[src/rtl/zstd_frame_header_parser.sv]
// ----------------------------------------------------------------------------
// zstd_frame_header_parser
//
// Parses a Zstandard frame header from a little-endian byte stream that
// arrives IN_BYTES bytes per beat. It checks the magic number, extracts the
// Frame_Header_Descriptor, Window_Descriptor, Dictionary_ID and
// Frame_Content_Size, and hands back the unconsumed tail of the final beat
// so the block-header stage can resume mid-beat.
//
// Every byte of a transferred beat is processed in that same cycle. A
// combinational walk steps through the beat byte by byte and may cross
// several field boundaries. Zero-length fields are skipped without using a
// byte.
//
// Optional feature (compile-time macro ZSTD_SKIPPABLE_EN):
//   Skippable-frame magic 0x184D2A50..0x184D2A5F is accepted. The next four
//   bytes are read little-endian into fcs, header_len = 8, and the extra
//   output `skippable` is 1. When the macro is undefined the port is absent
//   and that magic is reported as a bad magic.
//
// Parameters
//   IN_BYTES     bytes per input beat (1, 2, 4 or 8)
//
// Ports
//   clk          clock, rising edge
//   reset_n      asynchronous reset, active-low
//   start        pulse: begin a new frame (honoured in IDLE/DONE/ERR only)
//   in_data      input beat; byte k at [8k+7:8k], byte 0 first in stream
//   in_valid     in_data valid
//   in_ready     parser accepts a beat (in_valid & in_ready = transfer)
//   done         header parsed and outputs valid; held until next start
//   err          parse failed; held until next start
//   err_code     0 none, 1 bad magic, 2 reserved FHD bit set
//   fhd          Frame_Header_Descriptor
//   window_desc  Window_Descriptor (0 when Single_Segment = 1)
//   dict_id      Dictionary_ID, zero-extended
//   fcs          Frame_Content_Size (a 2-byte field already has 256 added)
//   header_len   total header bytes including the magic (6..18)
//   lo_data      unconsumed bytes of the last beat, right-justified
//   lo_count     number of valid bytes in lo_data (0..IN_BYTES-1)
//   skippable    (ZSTD_SKIPPABLE_EN only) frame is a skippable frame
// ----------------------------------------------------------------------------
module zstd_frame_header_parser #(
    parameter int IN_BYTES = 2
) (
    input  logic                  clk,
    input  logic                  reset_n,
    input  logic                  start,
    input  logic [8*IN_BYTES-1:0] in_data,
    input  logic                  in_valid,
    output logic                  in_ready,
    output logic                  done,
    output logic                  err,
    output logic [1:0]            err_code,
    output logic [7:0]            fhd,
    output logic [7:0]            window_desc,
    output logic [31:0]           dict_id,
    output logic [63:0]           fcs,
    output logic [4:0]            header_len,
    output logic [8*IN_BYTES-1:0] lo_data,
    output logic [3:0]            lo_count
`ifdef ZSTD_SKIPPABLE_EN
    ,
    output logic                  skippable
`endif
);

`ifdef ZSTD_SKIPPABLE_EN
    localparam bit SKIP_EN = 1'b1;
`else
    localparam bit SKIP_EN = 1'b0;
`endif

    typedef enum logic [2:0] {
        S_IDLE,
        S_MAGIC,
        S_FHD,
        S_WD,
        S_DID,
        S_FCS,
        S_DONE,
        S_ERR
    } state_t;

    // ------------------------------------------------------------------
    // Field-size helpers, all derived from the descriptor byte
    // ------------------------------------------------------------------
    function automatic logic [7:0] std_magic_byte(input logic [1:0] i);
        case (i)
            2'd0:    return 8'h28;
            2'd1:    return 8'hB5;
            2'd2:    return 8'h2F;
            default: return 8'hFD;
        endcase
    endfunction

    // Skippable magic: 5X 2A 4D 18 (low nibble of the first byte is free).
    function automatic logic skp_magic_ok(input logic [1:0] i, input logic [7:0] b);
        logic ok;
        case (i)
            2'd0:    ok = (b[7:4] == 4'h5);
            2'd1:    ok = (b == 8'h2A);
            2'd2:    ok = (b == 8'h4D);
            default: ok = (b == 8'h18);
        endcase
        return SKIP_EN && ok;
    endfunction

    function automatic logic [3:0] did_size(input logic [1:0] flag);
        case (flag)
            2'd0:    return 4'd0;
            2'd1:    return 4'd1;
            2'd2:    return 4'd2;
            default: return 4'd4;
        endcase
    endfunction

    function automatic logic [3:0] fcs_size(input logic [7:0] d);
        case (d[7:6])
            2'd0:    return d[5] ? 4'd1 : 4'd0;
            2'd1:    return 4'd2;
            2'd2:    return 4'd4;
            default: return 4'd8;
        endcase
    endfunction

    function automatic state_t after_did(input logic [7:0] d);
        return (fcs_size(d) != 4'd0) ? S_FCS : S_DONE;
    endfunction

    function automatic state_t after_wd(input logic [7:0] d);
        return (did_size(d[1:0]) != 4'd0) ? S_DID : after_did(d);
    endfunction

    // ------------------------------------------------------------------
    // Registered state
    // ------------------------------------------------------------------
    state_t     state;
    logic [3:0] idx;        // byte index inside the current multi-byte field
    logic [4:0] byte_cnt;   // header bytes consumed so far
    logic       std_ok;     // magic bytes so far match the standard frame magic
    logic       skp_ok;     // magic bytes so far match the skippable magic
    logic       skip_mode;  // frame identified as skippable

    // ------------------------------------------------------------------
    // Byte walk over one beat: next values assuming the beat transfers
    // ------------------------------------------------------------------
    state_t                w_state;
    state_t                st_prev;
    logic [3:0]            w_idx;
    logic [4:0]            w_cnt;
    logic                  w_std;
    logic                  w_skp;
    logic                  w_skip;
    logic [7:0]            w_fhd;
    logic [7:0]            w_wd;
    logic [31:0]           w_did;
    logic [63:0]           w_fcs;
    logic [1:0]            w_err_code;
    logic [4:0]            w_hlen;
    logic [8*IN_BYTES-1:0] w_lo_data;
    logic [3:0]            w_lo_count;
    logic [3:0]            fcs_len;
    logic [7:0]            cur;

    // NOTE: every variable gets a default at the top of the block so that no
    // path leaves it unassigned; otherwise synthesis infers a latch.
    always_comb begin
        w_state    = state;
        st_prev    = state;
        w_idx      = idx;
        w_cnt      = byte_cnt;
        w_std      = std_ok;
        w_skp      = skp_ok;
        w_skip     = skip_mode;
        w_fhd      = fhd;
        w_wd       = window_desc;
        w_did      = dict_id;
        w_fcs      = fcs;
        w_err_code = err_code;
        w_hlen     = header_len;
        w_lo_data  = '0;
        w_lo_count = '0;
        fcs_len    = '0;
        cur        = '0;

        for (int k = 0; k < IN_BYTES; k++) begin
            cur     = in_data[8*k +: 8];
            st_prev = w_state;

            if (w_state inside {S_MAGIC, S_FHD, S_WD, S_DID, S_FCS}) begin
                w_cnt = w_cnt + 5'd1;
            end

            case (w_state)
                S_MAGIC: begin
                    // Both magics are tracked in parallel; the error fires on
                    // the first byte that matches neither.
                    w_std = w_std && (cur == std_magic_byte(w_idx[1:0]));
                    w_skp = w_skp && skp_magic_ok(w_idx[1:0], cur);
                    if (!w_std && !w_skp) begin
                        w_state    = S_ERR;
                        w_err_code = 2'd1;
                    end else if (w_idx == 4'd3) begin
                        w_idx = '0;
                        if (w_std) begin
                            w_state = S_FHD;
                        end else begin
                            // Skippable frame: the size field reuses the FCS walk.
                            w_state = S_FCS;
                            w_skip  = 1'b1;
                        end
                    end else begin
                        w_idx = w_idx + 4'd1;
                    end
                end

                S_FHD: begin
                    w_fhd = cur;
                    if (cur[3]) begin
                        w_state    = S_ERR;
                        w_err_code = 2'd2;
                    end else if (!cur[5]) begin
                        w_state = S_WD;
                    end else begin
                        w_state = after_wd(cur);
                    end
                end

                S_WD: begin
                    w_wd    = cur;
                    w_state = after_wd(w_fhd);
                end

                S_DID: begin
                    w_did[{w_idx[1:0], 3'b000} +: 8] = cur;
                    if (w_idx == did_size(w_fhd[1:0]) - 4'd1) begin
                        w_idx   = '0;
                        w_state = after_did(w_fhd);
                    end else begin
                        w_idx = w_idx + 4'd1;
                    end
                end

                S_FCS: begin
                    fcs_len = w_skip ? 4'd4 : fcs_size(w_fhd);
                    w_fcs[{w_idx[2:0], 3'b000} +: 8] = cur;
                    if (w_idx == fcs_len - 4'd1) begin
                        w_idx = '0;
                        // The 2-byte encoding stores size-256.
                        if (!w_skip && fcs_len == 4'd2) begin
                            w_fcs = w_fcs + 64'd256;
                        end
                        w_state = S_DONE;
                    end else begin
                        w_idx = w_idx + 4'd1;
                    end
                end

                default: ;
            endcase

            // Header finished on byte k: the rest of the beat is left over.
            if (st_prev != S_DONE && w_state == S_DONE) begin
                w_hlen     = w_cnt;
                w_lo_count = 4'(IN_BYTES - 1 - k);
                w_lo_data  = in_data >> (8 * (k + 1));
            end
        end
    end

    // ------------------------------------------------------------------
    // State and output registers
    // ------------------------------------------------------------------
    // NOTE: sequential state uses non-blocking assignments so every register
    // samples the pre-edge values regardless of statement order.
    always_ff @(posedge clk or negedge reset_n) begin
        if (!reset_n) begin
            state       <= S_IDLE;
            idx         <= '0;
            byte_cnt    <= '0;
            std_ok      <= 1'b0;
            skp_ok      <= 1'b0;
            skip_mode   <= 1'b0;
            in_ready    <= 1'b0;
            done        <= 1'b0;
            err         <= 1'b0;
            err_code    <= '0;
            fhd         <= '0;
            window_desc <= '0;
            dict_id     <= '0;
            fcs         <= '0;
            header_len  <= '0;
            lo_data     <= '0;
            lo_count    <= '0;
        end else if (start && (state == S_IDLE || state == S_DONE || state == S_ERR)) begin
            state       <= S_MAGIC;
            idx         <= '0;
            byte_cnt    <= '0;
            std_ok      <= 1'b1;
            skp_ok      <= SKIP_EN;
            skip_mode   <= 1'b0;
            in_ready    <= 1'b1;
            done        <= 1'b0;
            err         <= 1'b0;
            err_code    <= '0;
            fhd         <= '0;
            window_desc <= '0;
            dict_id     <= '0;
            fcs         <= '0;
            header_len  <= '0;
            lo_data     <= '0;
            lo_count    <= '0;
        end else if (in_valid && in_ready) begin
            state       <= w_state;
            idx         <= w_idx;
            byte_cnt    <= w_cnt;
            std_ok      <= w_std;
            skp_ok      <= w_skp;
            skip_mode   <= w_skip;
            fhd         <= w_fhd;
            window_desc <= w_wd;
            dict_id     <= w_did;
            fcs         <= w_fcs;
            if (w_state == S_DONE) begin
                done       <= 1'b1;
                in_ready   <= 1'b0;
                header_len <= w_hlen;
                lo_data    <= w_lo_data;
                lo_count   <= w_lo_count;
            end
            if (w_state == S_ERR) begin
                err      <= 1'b1;
                err_code <= w_err_code;
                in_ready <= 1'b0;
            end
        end
    end

`ifdef ZSTD_SKIPPABLE_EN
    assign skippable = done & skip_mode;
`endif

endmodule

[config.mk]
export PLATFORM = sky130hd
export DESIGN_NAME = zstd_frame_header_parser
export DESIGN_NICKNAME = d
export VERILOG_FILES = /design/src/rtl/zstd_frame_header_parser.sv
export SDC_FILE = /design/constraint.sdc
export NUM_CORES = 1
export LEC_CHECK = 0
export ABC_CLOCK_PERIOD_IN_PS = 7900
export CELL_PAD_IN_SITES_DETAIL_PLACEMENT = 1
export CELL_PAD_IN_SITES_GLOBAL_PLACEMENT = 1
export CORE_UTILIZATION = 23
export DETAILED_ROUTE_END_ITERATION = 10
export GPL_ROUTABILITY_DRIVEN = 0
export GPL_TIMING_DRIVEN = 1
export PLACE_DENSITY_LB_ADDON = 0.1
export SYNTH_ARGS = -nofsm -noshare
export SYNTH_HDL_FRONTEND = slang
export SYNTH_SLANG_ARGS = --single-unit
[constraint.sdc]
create_clock -name clk -period 7.9 [get_ports clk]
set_input_delay 1.58 -clock clk [delete_from_list [all_inputs] [get_ports clk]]
set_output_delay 1.58 -clock clk [all_outputs]
set_load 0.02 [all_outputs]
Yosys cells after proc, flatten, opt, wreduce, memory -nomap -nowiden
Index checks and enable logic that the tools add are counted.
{"block": "word_totals", "output_inout_bits": 142, "word_cells": 271, "inputBits": 20, "ff_bits": 155}
{"block": "op_classes", "n_addsub": 14, "n_shift": 8, "reduce_logical": 44, "eq_ne": 47, "mux": 142}
{"op": "64-bit 2-to-1 mux", "n": 8}
{"op": "4-bit 2-to-1 mux", "n": 38}
{"op": "64-bit by 9-bit adder with 64-bit output, second input constant", "n": 2}
{"op": "64-bit bitwise mux", "n": 2}
{"op": "32-bit 2-to-1 mux", "n": 4}
{"op": "8-bit by 8-bit variable shift with 64-bit output, first input constant", "n": 2}
{"op": "8-bit by 8-bit indexed part select with 64-bit output", "n": 2}
{"op": "8-bit 2-to-1 mux", "n": 11}
{"op": "4-bit case mux with 3 select lines", "n": 6}
{"op": "32-bit bitwise mux", "n": 2}
{"op": "16-bit 2-to-1 mux", "n": 4}
{"op": "8-bit by 7-bit variable shift with 32-bit output, first input constant", "n": 2}
{"op": "8-bit by 7-bit indexed part select with 32-bit output", "n": 2}
{"op": "8-bit case mux with 3 select lines", "n": 2}
{"op": "5-bit 2-to-1 mux", "n": 9}
{"op": "3-bit 2-to-1 mux", "n": 14}
{"op": "4-bit nonzero test", "n": 10}
{"op": "3-bit case mux with 3 select lines", "n": 4}
{"op": "2-bit 2-to-1 mux", "n": 17}
{"op": "3-bit case mux with 5 select lines", "n": 2}
{"op": "3-bit equality test, second input constant", "n": 9}
{"op": "2-bit by 1-bit equality test with 1-bit output, second input constant", "n": 10}
{"op": "2-bit equality test, second input constant", "n": 10}
{"op": "2-bit zero test", "n": 10}
{"op": "other kinds (21)", "n": 73}

Logic depth before layout (Yosys ltp)
{"block": "logic_depth", "ltp_word": 27, "depth_mapped": 31, "ltp_nobuf": 23}

Least setup slack after synthesis
Ideal clock, no wire load.
{"block": "synth_path", "path_kind": "input to register", "start": "in in_data[7]", "end": "reg fcs[32]", "t_arrival_ns": 6.978, "setup_ns": 0.126, "path_buffers": 6, "path_stages": 26, "required_time_ns": 7.774, "slack_ns": 0.796, "cell_sequence": "buf_4 > or4_4 > a22oi_4 > a21o_2 > nand3_2 > nand2_1 > buf_2 > clkbuf_1 > ha_1 > ha_1 > nand2_1 > a211oi_1 > nor2_1 > clkbuf_1 > clkbuf_1 > nor2_1 > nor2_1 > ha_1 > inv_1 > or3_1 > and4bb_4 > buf_4 > nor2_1 > a21oi_1 > o22ai_1 > a221o_1"}
{"block": "synth_between", "elab_chain_len": 15, "elab_cells_between_ends": 44, "cone_classes": "add/sub (4); eq/ne (8); shift (3); mux (25); reduce/logical (4)"}
{"item": "from (decl)", "line_no": "49", "source": "input logic [8*IN_BYTES-1:0] in_data,"}
{"item": "parallel branches: the longest is 12 deep, another holds 64-bit by 9-bit adder with 64-bit output"}
{"item": "64-bit 2-to-1 mux (*)", "line_no": "195", "source": "case (w_state)"}
{"item": "64-bit 2-to-1 mux (*)", "line_no": "314", "source": "end else if (in_valid && in_ready) begin"}
{"item": "64-bit 2-to-1 mux (*)", "line_no": "296", "source": "end else if (start && (state == S_IDLE || state == S_DONE || state == S_ERR)) begin"}
{"item": "to (signal assigned)", "line_no": "324", "source": "fcs <= w_fcs;"}
{"item": "to (decl)", "line_no": "58", "source": "output logic [63:0] fcs,"}
Every way passes the cells marked *. The select of a mux whose other input is x is not followed.
A chain may end at the register's enable or synchronous reset.

Worst setup path in the final report
{"block": "layout_path", "start": "in in_data[0]", "end": "reg fcs[52]"}
{"block": "layout_between", "elab_chain_len": 14, "elab_cells_between_ends": 35, "cone_classes": "add/sub (3); eq/ne (5); shift (3); mux (21); reduce/logical (3)"}
{"item": "parallel branches: the longest is 11 deep, another holds 64-bit by 9-bit adder with 64-bit output"}
{"item": "64-bit 2-to-1 mux (*)", "line_no": "195"}
{"item": "64-bit 2-to-1 mux (*)", "line_no": "314"}
{"item": "64-bit 2-to-1 mux (*)", "line_no": "296"}
Marks and branches as above.

==> flow_summary.json <==
{
  "p_sw_mw": 0.456,
  "endpoint_kind": "flip-flop",
  "max_freq_mhz": 140,
  "num_rows": 98,
  "use_met2_pct": 39.9,
  "nets": 2419,
  "antenna_found_initial": 0,
  "ys_types": 130,
  "cts-resized-gates": 0,
  "rsz0062_at_grt": "no",
  "syn_inst": 2266,
  "pin_count": 162,
  "ff_latch_area_mm2": 0.00360,
  "worstSetupPathType": "primary input to flip-flop",
  "busiest_layer": "met2",
  "p_seq_share_pct": 42.1,
  "grt_pass1_wl_um": 144000,
  "finalClockSkew_ns": 0.0109,
  "grt-ovfl-total": 0,
  "r2r_cells": 20,
  "r2r_end": "header_len[4]",
  "switching_share_pct": 25.9,
  "worst_ep_required_time_ns": 8.23,
  "ant_nets": 0,
  "hold_buffers": 0,
  "worstPathArrival_ns": 7.47,
  "drv_cap": 0,
  "place_hpwl_um": 75900,
  "timing.rr.start": "state[0]",
  "total_power_mw": 1.76,
  "ff2ff_setup_slack_ns": 0.97,
  "multiInputGateArea_mm2": 0.0122,
  "slew_headroom_pct": 12.9,
  "wl_um": 99100,
  "cts_root_buf": "clkbuf_16",
  "grt_usage_pct": 26.4,
  "vdd_ir_drop_max_mv": 0.162,
  "n_antenna_cell": 0,
  "vias_per_cell": 5.87,
  "route.detailed.drc": 0,
  "drv_slew": 0,
  "setup_viol": 0,
  "grt_pass1_vias": 19312,
  "post-route-min-period_ns": 7.14,
  "clockPowerShare_pct": 51.7,
  "drtIter0Drc": 1901,
  "yosysWarnings": 0,
  "async_flop_share_pct": 100,
  "wire_per_inst_um": 29.9,
  "cts.reportedPaths.clkPinSlew_ns": 0.06,
  "combPwrFrac_pct": 6.2,
  "hold_path_end": "lo_count[0]",
  "synth_flop_cell": "dfrtp_1",
  "grt_max_degree": 71,
  "syn_area_mm2": 0.0168,
  "vias": 19470,
  "post_synth.cell_area_avg_um2": 7.41,
  "clkLatencyLatePin_ns": 0.47,
  "final_common_cell": "nand2_1",
  "timing.hold.worst_path_depth": 1,
  "fillers": 8683,
  "syn_to_final_growth_pct": 19.4,
  "finalHoldViolations": 0,
  "cp_max_fo": 11,
  "holdWs_ns": 0.485,
  "ys_ff_latch": 144,
  "htreeDepth": 4,
  "chipWidth_um": 272,
  "yosysSeqAreaShare_pct": 21.5,
  "leakage_nw": 6.80,
  "final_cell_mix": "nand2_1 (282), nor2_1 (212), a21oi_1 (159)",
  "clock_sinks": 144,
  "met3_usage_pct": 2.88,
  "gr-usage-met1_pct": 38.3,
  "worst_hold_path_type": "flip-flop to flip-flop",
  "tightest_slew_ns": 1.29,
  "core_mm2": 0.0719,
  "finalCritPeriodShare_pct": 90.4,
  "numCtsBuffers": 17,
  "synth_edf_count": 0,
  "status": "completed",
  "cts_buffer_depth": 2,
  "cts_tree": "done",
  "utilization_pct": 27.9,
  "die_area_mm2": 0.0740,
  "port-buffer-count": 150,
  "setup_tns_ns": 0,
  "cts_setup_buffers": 0,
  "drive_gt1_share_pct": 10.3,
  "dr.pass1.iters": 6,
  "p_int_mw": 1.30,
  "hp-start": "lo_count[0]",
  "die_height_um": 272,
  "cellPowerDensity_mw_per_mm2": 87.8,
  "initial_core_util_pct": 23.4,
  "critPathLaunchType": "primary input"
}
[how the worst max path moves through the flow]
stage	startpoint	end	cells after the start
2_1_floorplan	in_data[7]	fcs[32]	26
3_3_place_gp	in_data[7]	fcs[62]	20
3_5_place_dp	in_data[7]	header_len[4]	19
4_1_cts	in_data[7]	header_len[4]	19
5_1_grt	in_data[7]	fcs[52]	20
6_report	in_data[0]	fcs[52]	21
[power groups by stage]
| stage | clock network [mW] | registers [mW] | logic (mW) |
|---|---|---|---|
| floorplan | 0 | 0.758 | 0.0383 |
| global placement | 0 | 0.756 | 0.108 |
| detailed placement | 0 | 0.756 | 0.108 |
| CTS | 0.936 | 0.741 | 0.109 |
| global route | 0.962 | 0.741 | 0.114 |
| finish | 0.910 | 0.741 | 0.109 |
[cells in the mapped netlist, drive strengths merged, types with 26 or more instances]
master / number / area (um^2)
a31oi: 36 / 225
nand2: 288 / 1090
a21oi: 163 / 831
nor3: 104 / 573
dfrtp: 144 / 3600
o22ai: 33 / 206
and3: 27 / 174
nor2: 215 / 810
nand3: 120 / 633
o21ai: 124 / 624
a211oi: 49 / 390
and2: 30 / 188
clkbuf: 115 / 432
ha: 44 / 551
nand4: 38 / 250
mux2i: 50 / 500
a22oi: 26 / 214
inv: 30 / 115
xnor2: 44 / 412
buf: 74 / 452
nor4: 45 / 388
nor2b: 26 / 163
xor2: 38 / 359
[critical path, cell delays in order]
cell             delay, ns
clkdlybuf4s50_1       0.61
or3b_1                0.50
a22oi_4               0.41
nand2_1               0.18
o221a_2               0.30
nand2_2               0.20
inv_4                 0.04
ha_1                  0.20
ha_1                  0.43
nand2_1               0.16
a21oi_2               0.42
nor2_1                0.11
a21oi_1               0.23
ha_1                  0.23
inv_1                 0.06
or3_1                 0.49
and4bb_4              0.51
nand3_4               0.11
or3_1                 0.35
xor2_1                0.19
o221ai_2              0.11
[per-layer routing]
| metal | part of all wire, % | vias up |
|---|---|---|
| li1 | - | 8631 |
| met1 | 48 | 9960 |
| met2 | 43 | 747 |
| met3 | 5.6 | 132 |
| met4 | 3.4 | 0 |
| met5 | 0 | - |
[registers in the layout (all words and copies together) (netlist names), 2 cells and up]
signal	count
window_desc	8
byte_cnt	5
err_code	2
state	3
dict_id	32
fcs	64
idx	4
header_len	5
fhd	8
lo_data	8
[through the flow]
step                cells  instance area, um^2  worst slack (ns)
finish               3318                20000             0.756
global placement     3286                19400             0.308
detailed placement   3286                19400             0.414
global route         3318                20000             0.383
floorplan            2276                16800             0.796
CTS                  3318                20000             0.893
[cell families (layout without fill, tap and decap cells)]
family | after synthesis | count (layout) | share of synthesized area [%]
compound gates | 685 | 685 | 28.8
xor+xnor | 82 | 82 | 4.59
fa+ha+maj | 44 | 44 | 3.28
buf+inv | 221 | 313 | 6.00
flops | 144 | 144 | 21.5
mux | 62 | 62 | 3.79
other cells | 1 | 11 | 0.0223
simple gates | 1027 | 1027 | 32.0
[area by class of cell]
| cell class | instances | share of cell area (%) |
|---|---|---|
| inverter | 32 | 0.612 |
| sequential | 144 | 18.0 |
| timing repair buffer | 249 | 11.2 |
| tap | 950 | 5.93 |
| multi-input combinational | 1911 | 61.1 |
| clock buffer | 19 | 2.21 |
| clock inverter | 13 | 0.930 |
No activity file was read; power rests on OpenSTA's default activity.
